File: src/rtl/brainfuck_core.sv
// brainfuck_core: multi-cycle Brainfuck interpreter core.
// Fetches instruction bytes from an external code ROM and operates on an
// external byte-wide data RAM; both memories have a one-cycle registered read.
//
// Ports:
//   clk            rising-edge system clock
//   reset          asynchronous active-low reset
//   code           instruction byte, valid one cycle after addr_code
//   addr_code      program counter to the code ROM
//   data_in        cell value, valid one cycle after addr_array
//   addr_array     data pointer (RAM read and write address)
//   done           program finished (sticky until reset)
//   data_out       value written to RAM at addr_array
//   write_rq       RAM write enable, one-cycle pulse
//   receivingChar  input character valid strobe
//   receivedChar   input character
//   sendingChar    output character valid, one-cycle pulse
//   sendedChar     output character, held until the next '.'
module brainfuck_core #(
    parameter int unsigned ARRAY_AW = 5,
    parameter int unsigned CODE_AW  = 5
) (
    input  logic                clk,
    input  logic                reset,
    input  logic [7:0]          code,
    output logic [CODE_AW-1:0]  addr_code,
    input  logic [7:0]          data_in,
    output logic [ARRAY_AW-1:0] addr_array,
    output logic                done,
    output logic [7:0]          data_out,
    output logic                write_rq,
    input  logic                receivingChar,
    input  logic [7:0]          receivedChar,
    output logic                sendingChar,
    output logic [7:0]          sendedChar
);

    localparam int unsigned DEPTH_W = CODE_AW + 1;

    localparam logic [7:0] OP_INC   = 8'h2B;
    localparam logic [7:0] OP_DEC   = 8'h2D;
    localparam logic [7:0] OP_RIGHT = 8'h3E;
    localparam logic [7:0] OP_LEFT  = 8'h3C;
    localparam logic [7:0] OP_OUT   = 8'h2E;
    localparam logic [7:0] OP_IN    = 8'h2C;
    localparam logic [7:0] OP_OPEN  = 8'h5B;
    localparam logic [7:0] OP_CLOSE = 8'h5D;
    localparam logic [7:0] OP_END   = 8'h00;

    typedef enum logic [3:0] {
        S_FETCH,
        S_WAIT_CODE,
        S_EXEC,
        S_WAIT_DATA,
        S_WRITE,
        S_IN_WAIT,
        S_SCAN_FWD,
        S_SCAN_BACK,
        S_HALT
    } state_t;

    state_t               state;
    logic [CODE_AW-1:0]   pc;
    logic [DEPTH_W-1:0]   depth;
    // Scan sub-phase: 0 = address just presented, 1 = code byte valid.
    logic                 scan_ph;

    // The program counter register drives the ROM address directly.
    assign addr_code = pc;

    // Single-process control: state, pointers and all outputs are registered.
    always_ff @(posedge clk or negedge reset) begin
        if (!reset) begin
            state       <= S_FETCH;
            pc          <= '0;
            depth       <= '0;
            scan_ph     <= 1'b0;
            addr_array  <= '0;
            data_out    <= 8'h00;
            write_rq    <= 1'b0;
            done        <= 1'b0;
            sendingChar <= 1'b0;
            sendedChar  <= 8'h00;
        end else begin
            // Strobes are single-cycle unless re-asserted below.
            write_rq    <= 1'b0;
            sendingChar <= 1'b0;

            case (state)
                // pc is stable on addr_code this cycle; ROM captures it.
                S_FETCH: begin
                    state <= S_WAIT_CODE;
                end

                S_WAIT_CODE: begin
                    state <= S_EXEC;
                end

                S_EXEC: begin
                    case (code)
                        OP_INC: begin
                            data_out <= data_in + 8'd1;
                            write_rq <= 1'b1;
                            pc       <= pc + CODE_AW'(1);
                            state    <= S_WRITE;
                        end
                        OP_DEC: begin
                            data_out <= data_in - 8'd1;
                            write_rq <= 1'b1;
                            pc       <= pc + CODE_AW'(1);
                            state    <= S_WRITE;
                        end
                        OP_RIGHT: begin
                            addr_array <= addr_array + ARRAY_AW'(1);
                            pc         <= pc + CODE_AW'(1);
                            state      <= S_WAIT_DATA;
                        end
                        OP_LEFT: begin
                            addr_array <= addr_array - ARRAY_AW'(1);
                            pc         <= pc + CODE_AW'(1);
                            state      <= S_WAIT_DATA;
                        end
                        OP_OUT: begin
                            sendedChar  <= data_in;
                            sendingChar <= 1'b1;
                            pc          <= pc + CODE_AW'(1);
                            state       <= S_FETCH;
                        end
                        OP_IN: begin
                            state <= S_IN_WAIT;
                        end
                        OP_OPEN: begin
                            pc <= pc + CODE_AW'(1);
                            if (data_in == 8'h00) begin
                                depth   <= '0;
                                scan_ph <= 1'b0;
                                state   <= S_SCAN_FWD;
                            end else begin
                                state <= S_FETCH;
                            end
                        end
                        OP_CLOSE: begin
                            if (data_in != 8'h00) begin
                                pc      <= pc - CODE_AW'(1);
                                depth   <= '0;
                                scan_ph <= 1'b0;
                                state   <= S_SCAN_BACK;
                            end else begin
                                pc    <= pc + CODE_AW'(1);
                                state <= S_FETCH;
                            end
                        end
                        OP_END: begin
                            done  <= 1'b1;
                            state <= S_HALT;
                        end
                        default: begin
                            pc    <= pc + CODE_AW'(1);
                            state <= S_FETCH;
                        end
                    endcase
                end

                // write_rq is high during this cycle; RAM commits at its end.
                S_WRITE: begin
                    state <= S_WAIT_DATA;
                end

                // Lets the RAM re-read the cell after a write or pointer move.
                S_WAIT_DATA: begin
                    state <= S_FETCH;
                end

                S_IN_WAIT: begin
                    if (receivingChar) begin
                        data_out <= receivedChar;
                        write_rq <= 1'b1;
                        pc       <= pc + CODE_AW'(1);
                        state    <= S_WRITE;
                    end
                end

                // Forward search for the matching ']', two cycles per byte.
                S_SCAN_FWD: begin
                    if (!scan_ph) begin
                        scan_ph <= 1'b1;
                    end else begin
                        scan_ph <= 1'b0;
                        pc      <= pc + CODE_AW'(1);
                        if (code == OP_OPEN) begin
                            depth <= depth + DEPTH_W'(1);
                        end else if (code == OP_CLOSE) begin
                            if (depth == '0) begin
                                state <= S_FETCH;
                            end else begin
                                depth <= depth - DEPTH_W'(1);
                            end
                        end
                    end
                end

                // Backward search for the matching '['; resume just after it.
                S_SCAN_BACK: begin
                    if (!scan_ph) begin
                        scan_ph <= 1'b1;
                    end else begin
                        scan_ph <= 1'b0;
                        if (code == OP_CLOSE) begin
                            depth <= depth + DEPTH_W'(1);
                            pc    <= pc - CODE_AW'(1);
                        end else if (code == OP_OPEN) begin
                            if (depth == '0) begin
                                pc    <= pc + CODE_AW'(1);
                                state <= S_FETCH;
                            end else begin
                                depth <= depth - DEPTH_W'(1);
                                pc    <= pc - CODE_AW'(1);
                            end
                        end else begin
                            pc <= pc - CODE_AW'(1);
                        end
                    end
                end

                S_HALT: begin
                    done <= 1'b1;
                end

                default: begin
                    state <= S_FETCH;
                end
            endcase
        end
    end

endmodule

File: config.mk
export PLATFORM = sky130hd
export DESIGN_NAME = brainfuck_core
export DESIGN_NICKNAME = d
export VERILOG_FILES = /design/src/rtl/brainfuck_core.sv
export SDC_FILE = /design/constraint.sdc
export NUM_CORES = 1
export LEC_CHECK = 0
export CORE_MARGIN = 2
export CORE_UTILIZATION = 52
export DETAILED_ROUTE_END_ITERATION = 10
export PLACE_DENSITY = 0.89
export SLEW_MARGIN = 20
export SYNTH_ARGS = -nofsm -noshare
export SYNTH_HDL_FRONTEND = slang
export SYNTH_SLANG_ARGS = --single-unit
export TNS_END_PERCENT = 100
File: constraint.sdc
create_clock -name clk -period 3.1 [get_ports clk]
set_clock_uncertainty 0.05 [all_clocks]
set_input_delay 0.62 -clock clk [delete_from_list [all_inputs] [get_ports clk]]
set_output_delay 0.62 -clock clk [all_outputs]
set_load 0.05 [all_outputs]
== Word level (Yosys, flattened, before mapping) ==
Index checks and enable logic that the tools add are counted.

* Register bits: 40

* Add/subtract/negate cells: 8
* Equality and inequality tests: 30
* Mux-type cells: 48
* Bitwise gates (word level): 1
* Reductions and logical operators: 23

{| class="wikitable"
|+ Operator list
! cell !! number
|-
| $mux W6 || 9
|-
| $eq A8 B6 Y1 const B || 6
|-
| $mux W5 || 7
|-
| $mux W4 || 8
|-
| $pmux W4 S8 || 1
|-
| $pmux W8 S2 || 2
|-
| $pmux W4 S6 || 1
|-
| $pmux W5 S2 || 2
|-
| $pmux W5 S4 || 1
|-
| $pmux W6 S3 || 1
|-
| $eq A4 B3 Y1 const B || 4
|-
| $eq A8 B7 Y1 const B || 2
|-
| $logic_not A8 Y1 || 2
|-
| $ne A2 B2 Y1 const B || 8
|-
| $reduce_and A8 Y1 || 2
|-
| $ne A3 B3 Y1 const B || 5
|-
| $pmux W6 S2 || 1
|-
| $add A5 B1 Y5 const B || 2
|-
| $sub A5 B1 Y5 const B || 2
|-
| $add A8 B1 Y8 const B || 1
|-
| $mux W1 || 8
|-
| $mux W8 || 1
|-
| $pmux W1 S2 || 4
|-
| $reduce_bool A2 Y1 || 4
|-
| 20 further kinds || 26
|}

== Longest topological paths before layout ==
* Word-level depth: 6
* Mapped depth: 11

== Worst setup path before layout ==
No wires, ideal clock.

* Kind: input to register
* Start point: in code[4]
* End point: reg data_out[4]
* Setup time: 82 ps
* Data arrival time: 2734 ps
* Setup slack: 234 ps
* Stages on the path: 11
* Path buffers: 1
* Cell sequence: or4b_1 > or3_1 > buf_2 > xnor2_1 > ha_1 > nor2_1 > nand2_1 > mux2i_1 > xor2_1 > nand2_1 > a31oi_1

* Longest elaborated chain between the ends: 3
* Elaborated cells on any way between the ends: 6
* Classes of those cells: eq/ne (3); mux (2); reduce/logical (1)

{| class="wikitable"
|+ RTL lines
! what !! line !! source
|-
| start, declared || 25 || <nowiki>input logic [7:0] code,</nowiki>
|-
| $eq A8 B6 Y1 || 100 || <nowiki>case (code)</nowiki>
|-
| $pmux W8 S2 / $ne A3 B1 Y1 (equally long branches) || - ||
|-
| $pmux W8 S2 / $reduce_and A3 Y1 (equally long branches) || - ||
|-
| end signal, assigned || 102 || <nowiki>data_out <= data_in + 8'd1;</nowiki>
|-
| end signal, assigned || 108 || <nowiki>data_out <= data_in - 8'd1;</nowiki>
|-
| end signal, assigned || 176 || <nowiki>data_out <= receivedChar;</nowiki>
|-
| end, declared || 30 || <nowiki>output logic [7:0] data_out,</nowiki>
|}

Parallel ways exist; a longest one is shown, timed or not.
A chain may end at the register's enable or synchronous reset.

== Worst setup path after layout ==
Same ends and word-level chain as after synthesis.

==> flow_metrics.py <==
metrics = {
    "global_route": {
        "grt_pass1_wl_microns": 10300,
        "grt_max_degree": 41,
        "overflow": 0,
        "antenna_found_initial": 0,
        "track_usage_pct": 23.4,
        "grt_pass1_vias": 2220,
    },
    "critical_path": {
        "crit_required_ns": 3.27,
        "arrival_ns": 3.18,
        "regToRegEndpoint": "addr_code[3]",
        "worstRegToRegCells": 9,
        "worstSetupEndpointType": "flop",
        "r2r_start": "depth[1]",
        "worstPathMaxFanout": 3,
        "path_class": "in2reg",
        "cp-start-kind": "input port",
        "rrSetupSlack_ns": 0.56,
    },
    "floorplanning": {
        "dieArea_sq_um": 5730,
        "dieWidth_microns": 75.7,
        "die_h_microns": 75.7,
        "io_pins": 56,
        "initial_utilization_pct": 53.0,
        "coreArea_sq_um": 5040,
        "row_count": 26,
    },
    "logic_synthesis": {
        "ys.warnings.count": 0,
        "ys_dominant_reg_cell": "dfrtp_1",
        "synth_seq_cells": 40,
        "yosysSeqAreaShare_pct": 37.5,
        "synthArstFlopShare_pct": 100,
        "synth_area_leaders": "dfrtp_1, nand2_1, ha_1, mux2_2, nor2_1",
        "yosysMostFrequentCell": "dfrtp_1",
        "synth_top_area_share_pct": 37.5,
        "yosysTopAreaCell": "dfrtp_1",
        "synth_area_per_cell_sq_um": 8.93,
        "synth_area_sq_um": 2670,
        "syn_inst": 299,
        "synth_edf_count": 0,
        "synth_nets": 335,
        "synth.distinct_cells": 60,
        "synth_top_cells_by_count": "dfrtp_1, nand2_1, nor2_1",
    },
    "finish": {
        "multiInputGateArea_sq_um": 1580,
        "final_cell_count_no_fill": 445,
        "nets": 410,
        "nFillCells": 378,
        "area_growth_pct": 32.6,
        "drive_gt1_share_pct": 16.0,
        "regArea_sq_um": 1000,
        "num_antenna_cells": 0,
    },
    "worst_hold_path": {
        "worstHoldPathType": "in2async",
    },
    "timing": {
        "fin_crit_sh_pct": 97.2,
        "timing.fmax_mhz": 332,
        "tns_ns": 0,
        "hold_viol_final": 0,
        "slew_violations": 0,
        "setup_viol": 0,
        "slew_headroom_pct": 40.1,
        "fin_crit_ns": 3.01,
        "tightestPinTransition_ns": 0.899,
        "rsz0062_at_grt": "no",
    },
    "clock_tree": {
        "cts.clk_slew.worst_paths_ns": 0.08,
        "clock-sinks": 40,
        "clockBufferDepth": 2,
        "clockRootBuffer": "clkbuf_8",
        "cts_resized": 0,
        "postCtsSetupBuffers": 0,
        "cts_tree": "built",
        "clk-insertion-delay-late_ns": 0.30,
        "cts_made_buffers": 5,
        "cts_max_level": 2,
        "postCtsHoldBufs": 0,
    },
    "run_status": {
        "status": "finished, final reports clean",
    },
    "flow_run": {
        "maxCapViolCount": 0,
    },
    "route": {
        "drt_iter0_markers": 183,
        "drt-total-wl_microns": 6580,
        "avgViaCountPerCell": 5.80,
        "wire_per_inst_microns": 14.8,
        "drc": 0,
        "num_vias": 2582,
        "first_pass_iters": 5,
        "ant_nets": 0,
    },
    "pwr": {
        "powerDensity_nw_per_um2": 539,
        "power.leakage_nw": 1.59,
        "total_power_mw": 1.91,
        "ir_drop_v": 0.000308,
    },
    "placed_design": {
        "io_buffers": 55,
        "gp_congestion": 0.938,
        "hpwl_microns": 4950,
        "numPlacedInstances": 437,
    },
}
[final cells by class]
cell class / instances / area share (%)
Clock buffer: 7 / 2.44
Clock inverter: 1 / 0.212
Inverter: 9 / 0.954
Multi-Input combinational cell: 236 / 44.5
Sequential cell: 40 / 28.3
Tap cell: 70 / 2.47
Timing Repair Buffer: 82 / 21.1
[logic make-up (layout without fill, tap and decap cells)]
logic type      count (synthesis)  in the layout  synth area share [%]
xor+xnor                       16             16                  5.25
mux                            14             14                  5.62
simple gates                  131            131                  27.5
compound gates                 66             66                  16.0
buf+inv                        23             99                  3.61
fa+ha+maj                       9              9                  4.50
flops                          40             40                  37.5
[registers in the layout, summed over array words and instances (netlist names)]
register,count
data_out,8
state,4
addr_array,5
write_rq,1
sendedChar,8
done,1
scan_ph,1
depth,6
addr_code,5
sendingChar,1
[cell usage in the layout (no fill, tap or decap), types with 6 or more instances in the layout]
cell type	netlist	layout
clkdlybuf4s50_1	0	54
dfrtp_1	40	40
nand2_1	33	33
buf_4	0	27
nor2_1	22	21
o21ai_0	16	16
a21oi_1	11	11
inv_1	9	9
xor2_1	9	9
a31oi_1	9	9
mux2_2	8	8
ha_1	8	8
or2_2	7	7
nand2b_1	7	7
xnor2_1	7	7
nor3_1	6	6
mux2i_1	6	6
nand3_1	6	6
clkbuf_8	0	6
[worst max-delay path by stage]
stage | cells past startpoint | slack [ns] | from | end
after floorplan | 11 | 0.23 | code[4] | data_out[4]
after global placement | 11 | -0.06 | code[4] | data_out[4]
after detailed placement | 11 | -0.23 | code[4] | data_out[4]
after CTS | 11 | 0.04 | code[4] | data_out[4]
after global routing | 10 | 0.01 | code[4] | data_out[2]
final | 11 | 0.09 | code[4] | data_out[4]
[per-stage QoR]
step / hold WS (ns) / cell area [sq um] / util (%) / setup slack [ns]
final: 0.396 / 3540 / 70.2 / 0.0863
after global routing: 0.438 / 3540 / 70.2 / 0.0138
after CTS: 0.420 / 3540 / 70.2 / 0.0439
after detailed placement: 0.405 / 3440 / 68.3 / -0.228
after global placement: 0.407 / 3440 / 68.3 / -0.0591
after floorplan: 0.274 / 2670 / - / 0.234
[worst max-delay path, cell delays in order]
cell             delay (ns)
clkdlybuf4s50_1        0.41
or4b_1                 0.55
or3_1                  0.41
xnor2_1                0.14
ha_1                   0.22
nor2_2                 0.14
nand2_1                0.08
mux2i_1                0.20
xor2_1                 0.18
nand2_1                0.07
a31oi_1                0.16
[layer usage]
layer  track usage, %  share of wire, %  routed length, microns  vias to the layer above
met5                0                 0                       0                        -
met3             4.50               5.3                     347                       21
met4             7.41               2.3                     150                        0
met1             32.9                45                    2990                     1231
li1                 -                 -                       -                     1233
met2             36.4                47                    3090                       97
[power breakdown]
| part | leakage (nW) | switching (mW) | internal (mW) |
|---|---|---|---|
| Clock | 0.0445 | 0.185 | 0.181 |
| Combinational | 1.00 | 0.503 | 0.320 |
| Sequential | 0.541 | 0.100 | 0.619 |
| Total | 1.59 | 0.788 | 1.12 |
Note: power is estimated with default switching activity, not from simulation.
